<file path="config.mk">
export PLATFORM = sky130hd
export DESIGN_NAME = alu_op_sequencer_flat
export DESIGN_NICKNAME = d
export VERILOG_FILES = /design/src/rtl/alu_op_sequencer_if.sv /design/src/rtl/alu_op_sequencer.sv /design/src/flat_wrapper.sv
export SDC_FILE = /design/constraint.sdc
export NUM_CORES = 1
export LEC_CHECK = 0
export BUFFER_PORTS_ARGS = -buffer_cell sky130_fd_sc_hd__clkbuf_2
export CAP_MARGIN = 20
export CORE_ASPECT_RATIO = 0.9
export CORE_UTILIZATION = 25
export CTS_BUF_LIST = sky130_fd_sc_hd__clkbuf_8
export DETAILED_ROUTE_END_ITERATION = 16
export HOLD_SLACK_MARGIN = 0.12
export PLACE_DENSITY = 0.53
export SLEW_MARGIN = 15
export SYNTH_ARGS = -nofsm -noshare
export SYNTH_HDL_FRONTEND = slang
export SYNTH_SLANG_ARGS = --single-unit
</file>
<file path="constraint.sdc">
create_clock -name clk_i -period 2.9 [get_ports clk_i]
set_input_delay 0.29 -clock clk_i [delete_from_list [all_inputs] [get_ports clk_i]]
set_output_delay 0.29 -clock clk_i [all_outputs]
set_load 0.01 [all_outputs]
</file>
<file path="src/rtl/alu_op_sequencer_if.sv">
// alu_op_sequencer_if: instruction handshake and completion status between source and sequencer
interface alu_op_sequencer_if;
    logic       instr_valid;
    logic       instr_ready;
    logic [3:0] opcode;
    logic [3:0] operand;
    logic [3:0] acc;
    logic       carry_flag;
    logic       zero_flag;
    logic       result_valid;
    logic       illegal_op;
    modport master (
        output instr_valid, opcode, operand,
        input  instr_ready, acc, carry_flag, zero_flag, result_valid, illegal_op
    );
    modport slave (
        input  instr_valid, opcode, operand,
        output instr_ready, acc, carry_flag, zero_flag, result_valid, illegal_op
    );
endinterface

</file>
<file path="src/rtl/alu_op_sequencer.sv">
// alu_op_sequencer: sequences one-hot ALU strobes per opcode and writes results back to a 4-bit accumulator
module alu_op_sequencer (
    input  logic                     clk_i,
    input  logic                     reset_i,
    alu_op_sequencer_if.slave        bus,
    output logic                     add_o,
    output logic                     sub_o,
    output logic                     lsr_o,
    output logic                     lsh_o,
    output logic                     rsh_o,
    output logic                     and_o,
    output logic                     or_o,
    output logic                     xor_o,
    output logic                     inv_o,
    output logic                     clr_o,
    output logic [3:0]               alu_in1_o,
    output logic [3:0]               alu_in2_o,
    input  logic [3:0]               alu_out_i,
    input  logic                     alu_overflow_i,
    input  logic                     alu_shift_flag_i
);
    typedef enum logic [2:0] {IDLE, EXEC, SH_LOAD, SH_EXEC, DONE} state_t;
    state_t     state_q, state_d;
    logic [3:0] op_q, op_d, opd_q, opd_d, acc_q, acc_d;
    logic       carry_q, carry_d, zero_q, zero_d;
    logic       ex;
    always_ff @(posedge clk_i) begin
        if (reset_i) begin
            state_q <= IDLE;
            op_q    <= 4'h0;
            opd_q   <= 4'h0;
            acc_q   <= 4'h0;
            carry_q <= 1'b0;
            zero_q  <= 1'b1;
        end else begin
            state_q <= state_d;
            op_q    <= op_d;
            opd_q   <= opd_d;
            acc_q   <= acc_d;
            carry_q <= carry_d;
            zero_q  <= zero_d;
        end
    end
    always_comb begin
        state_d = state_q;
        op_d    = op_q;
        opd_d   = opd_q;
        acc_d   = acc_q;
        carry_d = carry_q;
        zero_d  = zero_q;
        case (state_q)
            IDLE: if (bus.instr_valid) begin
                op_d    = bus.opcode;
                opd_d   = bus.operand;
                state_d = (bus.opcode == 4'h9 || bus.opcode == 4'hA) ? SH_LOAD : EXEC;
            end
            EXEC: begin
                // NOP and illegal opcodes leave acc and both flags untouched
                if (op_q inside {[4'h1:4'h8]}) begin
                    acc_d   = (op_q == 4'h1) ? opd_q : alu_out_i;
                    carry_d = (op_q == 4'h2 || op_q == 4'h3) ? alu_overflow_i : 1'b0;
                    zero_d  = (acc_d == 4'h0);
                end
                state_d = DONE;
            end
            SH_LOAD: state_d = SH_EXEC;
            SH_EXEC: begin
                acc_d   = alu_out_i;
                carry_d = alu_shift_flag_i;
                zero_d  = (alu_out_i == 4'h0);
                state_d = DONE;
            end
            DONE:    state_d = IDLE;
            default: state_d = IDLE;
        endcase
    end
    assign ex    = (state_q == EXEC);
    assign add_o = ex && op_q == 4'h2;
    assign sub_o = ex && op_q == 4'h3;
    assign and_o = ex && op_q == 4'h4;
    assign or_o  = ex && op_q == 4'h5;
    assign xor_o = ex && op_q == 4'h6;
    assign inv_o = ex && op_q == 4'h7;
    assign clr_o = ex && op_q == 4'h8;
    assign lsr_o = (state_q == SH_LOAD);
    assign lsh_o = (state_q == SH_EXEC) && op_q == 4'h9;
    assign rsh_o = (state_q == SH_EXEC) && op_q == 4'hA;
    assign alu_in1_o        = acc_q;
    assign alu_in2_o        = opd_q;
    assign bus.instr_ready  = (state_q == IDLE) && !reset_i;
    assign bus.acc          = acc_q;
    assign bus.carry_flag   = carry_q;
    assign bus.zero_flag    = zero_q;
    assign bus.result_valid = (state_q == DONE);
    assign bus.illegal_op   = (state_q == DONE) && op_q > 4'hA;
endmodule

</file>
<file path="src/flat_wrapper.sv">
// flat-port wrapper written by rule: the top's interface ports become plain ports
module alu_op_sequencer_flat 
  (clk_i, reset_i, add_o, sub_o, lsr_o, lsh_o, rsh_o, and_o, or_o, xor_o, inv_o, clr_o, alu_in1_o, alu_in2_o, alu_out_i, alu_overflow_i, alu_shift_flag_i, bus_instr_valid, bus_opcode, bus_operand, bus_instr_ready, bus_acc, bus_carry_flag, bus_zero_flag, bus_result_valid, bus_illegal_op);
  alu_op_sequencer_if bus_i ();
  input  logic clk_i;
  input  logic reset_i;
  output logic add_o;
  output logic sub_o;
  output logic lsr_o;
  output logic lsh_o;
  output logic rsh_o;
  output logic and_o;
  output logic or_o;
  output logic xor_o;
  output logic inv_o;
  output logic clr_o;
  output logic [3:0] alu_in1_o;
  output logic [3:0] alu_in2_o;
  input  logic [3:0] alu_out_i;
  input  logic alu_overflow_i;
  input  logic alu_shift_flag_i;
  input wire logic [$bits(bus_i.instr_valid)-1:0] bus_instr_valid;
  input wire logic [$bits(bus_i.opcode)-1:0] bus_opcode;
  input wire logic [$bits(bus_i.operand)-1:0] bus_operand;
  output wire logic [$bits(bus_i.instr_ready)-1:0] bus_instr_ready;
  output wire logic [$bits(bus_i.acc)-1:0] bus_acc;
  output wire logic [$bits(bus_i.carry_flag)-1:0] bus_carry_flag;
  output wire logic [$bits(bus_i.zero_flag)-1:0] bus_zero_flag;
  output wire logic [$bits(bus_i.result_valid)-1:0] bus_result_valid;
  output wire logic [$bits(bus_i.illegal_op)-1:0] bus_illegal_op;
  assign bus_i.instr_valid = bus_instr_valid;
  assign bus_i.opcode = bus_opcode;
  assign bus_i.operand = bus_operand;
  assign bus_instr_ready = bus_i.instr_ready;
  assign bus_acc = bus_i.acc;
  assign bus_carry_flag = bus_i.carry_flag;
  assign bus_zero_flag = bus_i.zero_flag;
  assign bus_result_valid = bus_i.result_valid;
  assign bus_illegal_op = bus_i.illegal_op;
  alu_op_sequencer u_core (.clk_i(clk_i), .reset_i(reset_i), .bus(bus_i), .add_o(add_o), .sub_o(sub_o), .lsr_o(lsr_o), .lsh_o(lsh_o), .rsh_o(rsh_o), .and_o(and_o), .or_o(or_o), .xor_o(xor_o), .inv_o(inv_o), .clr_o(clr_o), .alu_in1_o(alu_in1_o), .alu_in2_o(alu_in2_o), .alu_out_i(alu_out_i), .alu_overflow_i(alu_overflow_i), .alu_shift_flag_i(alu_shift_flag_i));
endmodule
</file>
# After elaboration in Yosys (flattened, before gate mapping)
# Cells that the tools add are included.
# totals
regBits	17
input_bits	17
out_inout_bits	27
word_cells	60
# classes
order_cmp	3
eq_ne	18
muxes	11
reduce_logical	22
# ops
cell	count
$eq 4x4->1 const B	5
$eq 4x3->1 const B	4
$logic_and 1x1->1	12
$pmux 3 s3	1
$eq 4x2->1 const B	2
$logic_not 4->1	2
$mux 4	2
$pmux 4 s2	1
$eq 3x2->1 const B	2
$eq 4x1->1 const B	1
$ge 4x1->1 const B	1
$gt 4x4->1 const B	1
$le 4x4->1 const B	1
$ne 2x2->1 const B	2
$pmux 1 s2	2
$reduce_and 2->1	2
$eq 3x1->1 const B	1
$eq 3x3->1 const B	1
$logic_not 3->1	1
$mux 1	3
$mux 3	1
$logic_or 1x1->1	2
$mux 2	1
$reduce_bool 2->1	1
2 further kinds	2

# Logic depth before layout (Yosys ltp)
# depth
ltp_word	5
mapped_depth	5

# Worst setup path after synthesis
# Ideal clock, no wire load.
# synth_timing
path_type	register to output
from	register u_core.state_q[1]
to	output bus_illegal_op
arrival_time_ns	1.285
t_required_ns	2.610
slack_ns	1.325
stages_incl_launch_ff	4
n_path_buf	1
path_cell_list	dfxtp_1 > buf_1 > nor3b_1 > nor3b_1
# synth_between
elab_chain_len	2
# synth_rtl
item	line_no	text
start: declaration	alu_op_sequencer.sv:23	state_t state_q, state_d;
start signal: assignment	alu_op_sequencer.sv:36	state_q <= state_d;
$eq 3x3->1	n/a	
via bus_result_valid	flat_wrapper.sv:29	output wire logic [$bits(bus_i.result_valid)-1:0] bus_result_valid;
$logic_and 1x1->1	alu_op_sequencer.sv:95	assign bus.illegal_op = (state_q == DONE) && op_q > 4'hA;
end: declaration	flat_wrapper.sv:30	output wire logic [$bits(bus_i.illegal_op)-1:0] bus_illegal_op;
# The timed path passes the listed nets, and every way through them passes these cells.

# Worst setup path in the final report
# layout_timing
from	register u_core.state_q[0]
to	output sub_o
# layout_between
elab_chain_len	2
# layout_rtl
item	line_no	text
$eq 3x1->1	alu_op_sequencer.sv:77	assign ex = (state_q == EXEC);
$logic_and 1x1->1	alu_op_sequencer.sv:79	assign sub_o = ex && op_q == 4'h3;
end: declaration	flat_wrapper.sv:8	output logic sub_o;
# No other way between the ends.

==> reports/metrics.csv <==
stage;metric;value;unit
outcome;status;finished with violations;
outcome;violations;design-rule violations;
clocking;clock_sinks;17;
pwr;p_seq_share;47.3;%
synth;synth_flop_cell;dfxtp_1;
setup_path;reg2reg_slack;1.17;ns
floorplanning;die-width;70.5;um
setup_path;startpoint_type;flip-flop;
setup_path;crit_path_end_kind;primary output;
clocking;htree_levels;1;
clocking;clk_pin_slew_worst_paths;0.07;ns
synth;yosys.area.top_type;dfxtp_1;
synth;synth_area_leaders;dfxtp_1, nand2_1, a21oi_1, nor2_1, a221oi_1;
timing;tightest_slew;0.553;ns
setup_path;crit_chain;nand2b_1 > or4_1 > nor2_1 > clkbuf_2;
floorplanning;pin_count;44;
pwr;pwr-share-clk;27.6;%
placement;post-dp-hpwl;2110;um
pwr;cellLeakagePower;0.000546;uW
clocking;post_cts_buffers;0;
clocking;cts_tree;done;
pwr;internal_power;421;uW
setup_path;slowest_delay;0.50;ns
global_routing;met1_usage;17.4;%
final_layout;drive_gt1_share;29.5;%
pwr;p_sw;196;uW
final_layout;num-fill-cells;482;
final_layout;fin_nets;191;
clocking;cts_buffers;3;
setup_path;reg2regPathDepth;4;
detailed_routing;drt-initial-drc-count;97;
floorplanning;die_h;63.6;um
final_layout;regArea;340;um2
synth;synth_edf_count;0;
clocking;cts_max_path_buffers;2;
pwr;combPwrFrac;25.1;%
setup_path;cp_max_fo;10;
synth;ys_ff_latch;17;
setup_path;cp_num_buf_inv;1;
synth;ys_top_cells_by_count;nand2_1, dfxtp_1, nor2_1;
setup_path;crit_path_top_delay_cell;or4_1;
synth;ys_warn_count;0;
setup_path;rr_endpoint;u_core.alu_in1_o[2];
setup_path;cp.required;2.61;ns
floorplanning;initial_utilization;25.9;%
setup_path;r2r_start;u_core.op_q[0];
final_layout;fin_util;32.0;%
clocking;clock_latency;0.24;ns
timing;relSlewSlack;63.1;%
global_routing;gr-usage-met2;20.0;%
global_routing;busiest_layer;met2;
timing;fin_hold_ws;0.263;ns
synth;avgSynthCellArea;7.53;um2
final_layout;antenna_cells;0;
detailed_routing;route.vias.total;1114;
final_layout;multiInputGateArea;634;um2
timing;rsz0062_at_grt;false;
global_routing;grtUsageMet3;3.04;%
floorplanning;num_rows;22;
synth;synthCells;140;
pwr;peakVddDrop;0.125;mV
detailed_routing;via_per_inst;5.04;
synth;synth_nets;157;
timing;fin_skew;0.00171;ns
setup_path;critPathKind;flip-flop to primary output;
placement;place.gp.congestion;0.794;
floorplanning;dieArea;4480;um2
detailed_routing;drc;9;
setup_path;arrival;1.72;ns
timing;setup_viol;0;
timing;period_minus_slack;2.01;ns
timing;period_share;69.2;%
pwr;power_density;473;nW/um2
detailed_routing;antenna_left;0;
clocking;cts_hold_buffers;0;
pwr;p_sw_share;31.7;%
floorplanning;core_area;4070;um2
synth;yosysMostFrequentCell;nand2_1;
timing;hold_violations;0;
run;drv_cap;0;
synth;synth.top_cell.area_share;32.3;%
global_routing;grt_overflow_total;0;
synth;synth-async-reset-ratio;0;%
setup_path;crit_family;simple AND/OR/NAND/NOR gates;
global_routing;grt_use_total;12.8;%
global_routing;antenna_found_initial;0;
timing;fin_setup_tns;0;ns
placement;place_area;1260;um2
placement;port_buffers;43;
detailed_routing;finalWirelength;2770;um
detailed_routing;wire_per_inst;12.5;um
min_path;min_from;bus_operand[2];
clocking;ctsResizeCount;0;
global_routing;first_global_vias;941;
min_path;holdPathEnd;u_core.alu_in2_o[2];
synth;yosysUniqueCellTypes;36;
timing;max_freq;498;MHz
detailed_routing;drtPass1Iterations;10;
clocking;clockRootBuffer;clkbuf_8;
synth;ys_seq_area_share;32.3;%
global_routing;grt_pass1_wl;4600;um
global_routing;grt_max_degree;18;
min_path;hold_path.class;primary input to flip-flop;
synth;synthesis.area;1050;um2
final_layout;areaGrowthSynthToFinish;23.5;%
timing;finalMaxSlewViolations;0;
min_path;hold_depth;3;
final_layout;fin_area;1300;um2
==> layout make-up <==
type / instances / share of cell area [%]
tap: 48 / 4.61
inverter: 2 / 0.576
timing repair buffer: 43 / 16.5
multi-input combinational: 107 / 48.7
clock buffer: 3 / 3.17
clock inverter: 1 / 0.288
sequential: 17 / 26.1
==> worst max path at each step <==
stage                                 start              to  slack, ns  cells past startpoint
after detailed placement  u_core.state_q[0]           sub_o       1.16                      4
after floorplan           u_core.state_q[1]  bus_illegal_op       1.33                      3
final                     u_core.state_q[0]           sub_o       0.89                      4
after CTS                 u_core.state_q[2]           sub_o       0.89                      4
after global routing      u_core.state_q[1]           rsh_o       0.72                      4
after global placement    u_core.state_q[2]           sub_o       1.15                      4
==> routing by layer <==
layer	share of wire (%)	vias to the layer above
met3	6.4	2
li1	-	574
met1	49	505
met4	0.97	0
met5	0	-
met2	43	33
==> metrics by stage <==
stage	power [uW]	std cells	setup slack, ns
detailed placement	453	217	1.16
floorplan	406	140	1.33
CTS	624	221	0.891
global placement	456	217	1.15
global route	658	221	0.722
finish	616	221	0.893
==> power groups by stage <==
stage | clock network (uW) | registers (uW) | logic, uW
final | 170 | 292 | 155
after global routing | 190 | 296 | 172
after detailed placement | 0 | 297 | 157
after global placement | 0 | 297 | 159
after floorplan | 0 | 288 | 117
after CTS | 176 | 292 | 157
==> cell usage in the layout (no fill, tap or decap) <==
cell type	n
or2_2	1
o211ai_1	1
nor4_2	1
nand2b_1	3
nor3_1	8
o32ai_1	3
or4_1	2
and3_1	1
inv_1	3
nand3_1	1
and3b_1	1
and2_1	1
xnor2_1	1
o21ai_0	1
o21bai_1	3
a21oi_1	13
dfxtp_1	17
nor3_4	1
o31a_1	1
nor4_1	3
or4b_1	1
a211oi_1	3
or3_1	2
clkbuf_8	3
nand4_1	1
clkbuf_2	43
nor3b_2	2
nor2_1	14
nand2_1	23
nor2b_1	1
a221oi_1	6
o21ai_1	1
o311a_1	2
nor3b_1	5
==> state kept, by name, summed over array words and instances, names as in the netlist <==
name	cells
u_core.bus.carry_flag	1
u_core.op_q	4
u_core.state_q	3
u_core.alu_in2_o	4
u_core.alu_in1_o	4
u_core.bus.zero_flag	1
==> tightest hold or removal path: stages <==
cell and delay [ns]:
clkbuf_2 0.08, nand2_1 0.04, a21oi_1 0.05
==> logic make-up after synthesis <==
| group | count (synthesis) | share of synthesized area [%] |
|---|---|---|
| DFF | 17 | 32.3 |
| AOI/OAI and AO/OA | 34 | 22.3 |
| buffers and inverters | 16 | 7.59 |
| and+or+nand+nor | 72 | 37.0 |
| xor gates and xnor gates | 1 | 0.831 |
(Power assumes the default switching activity.)
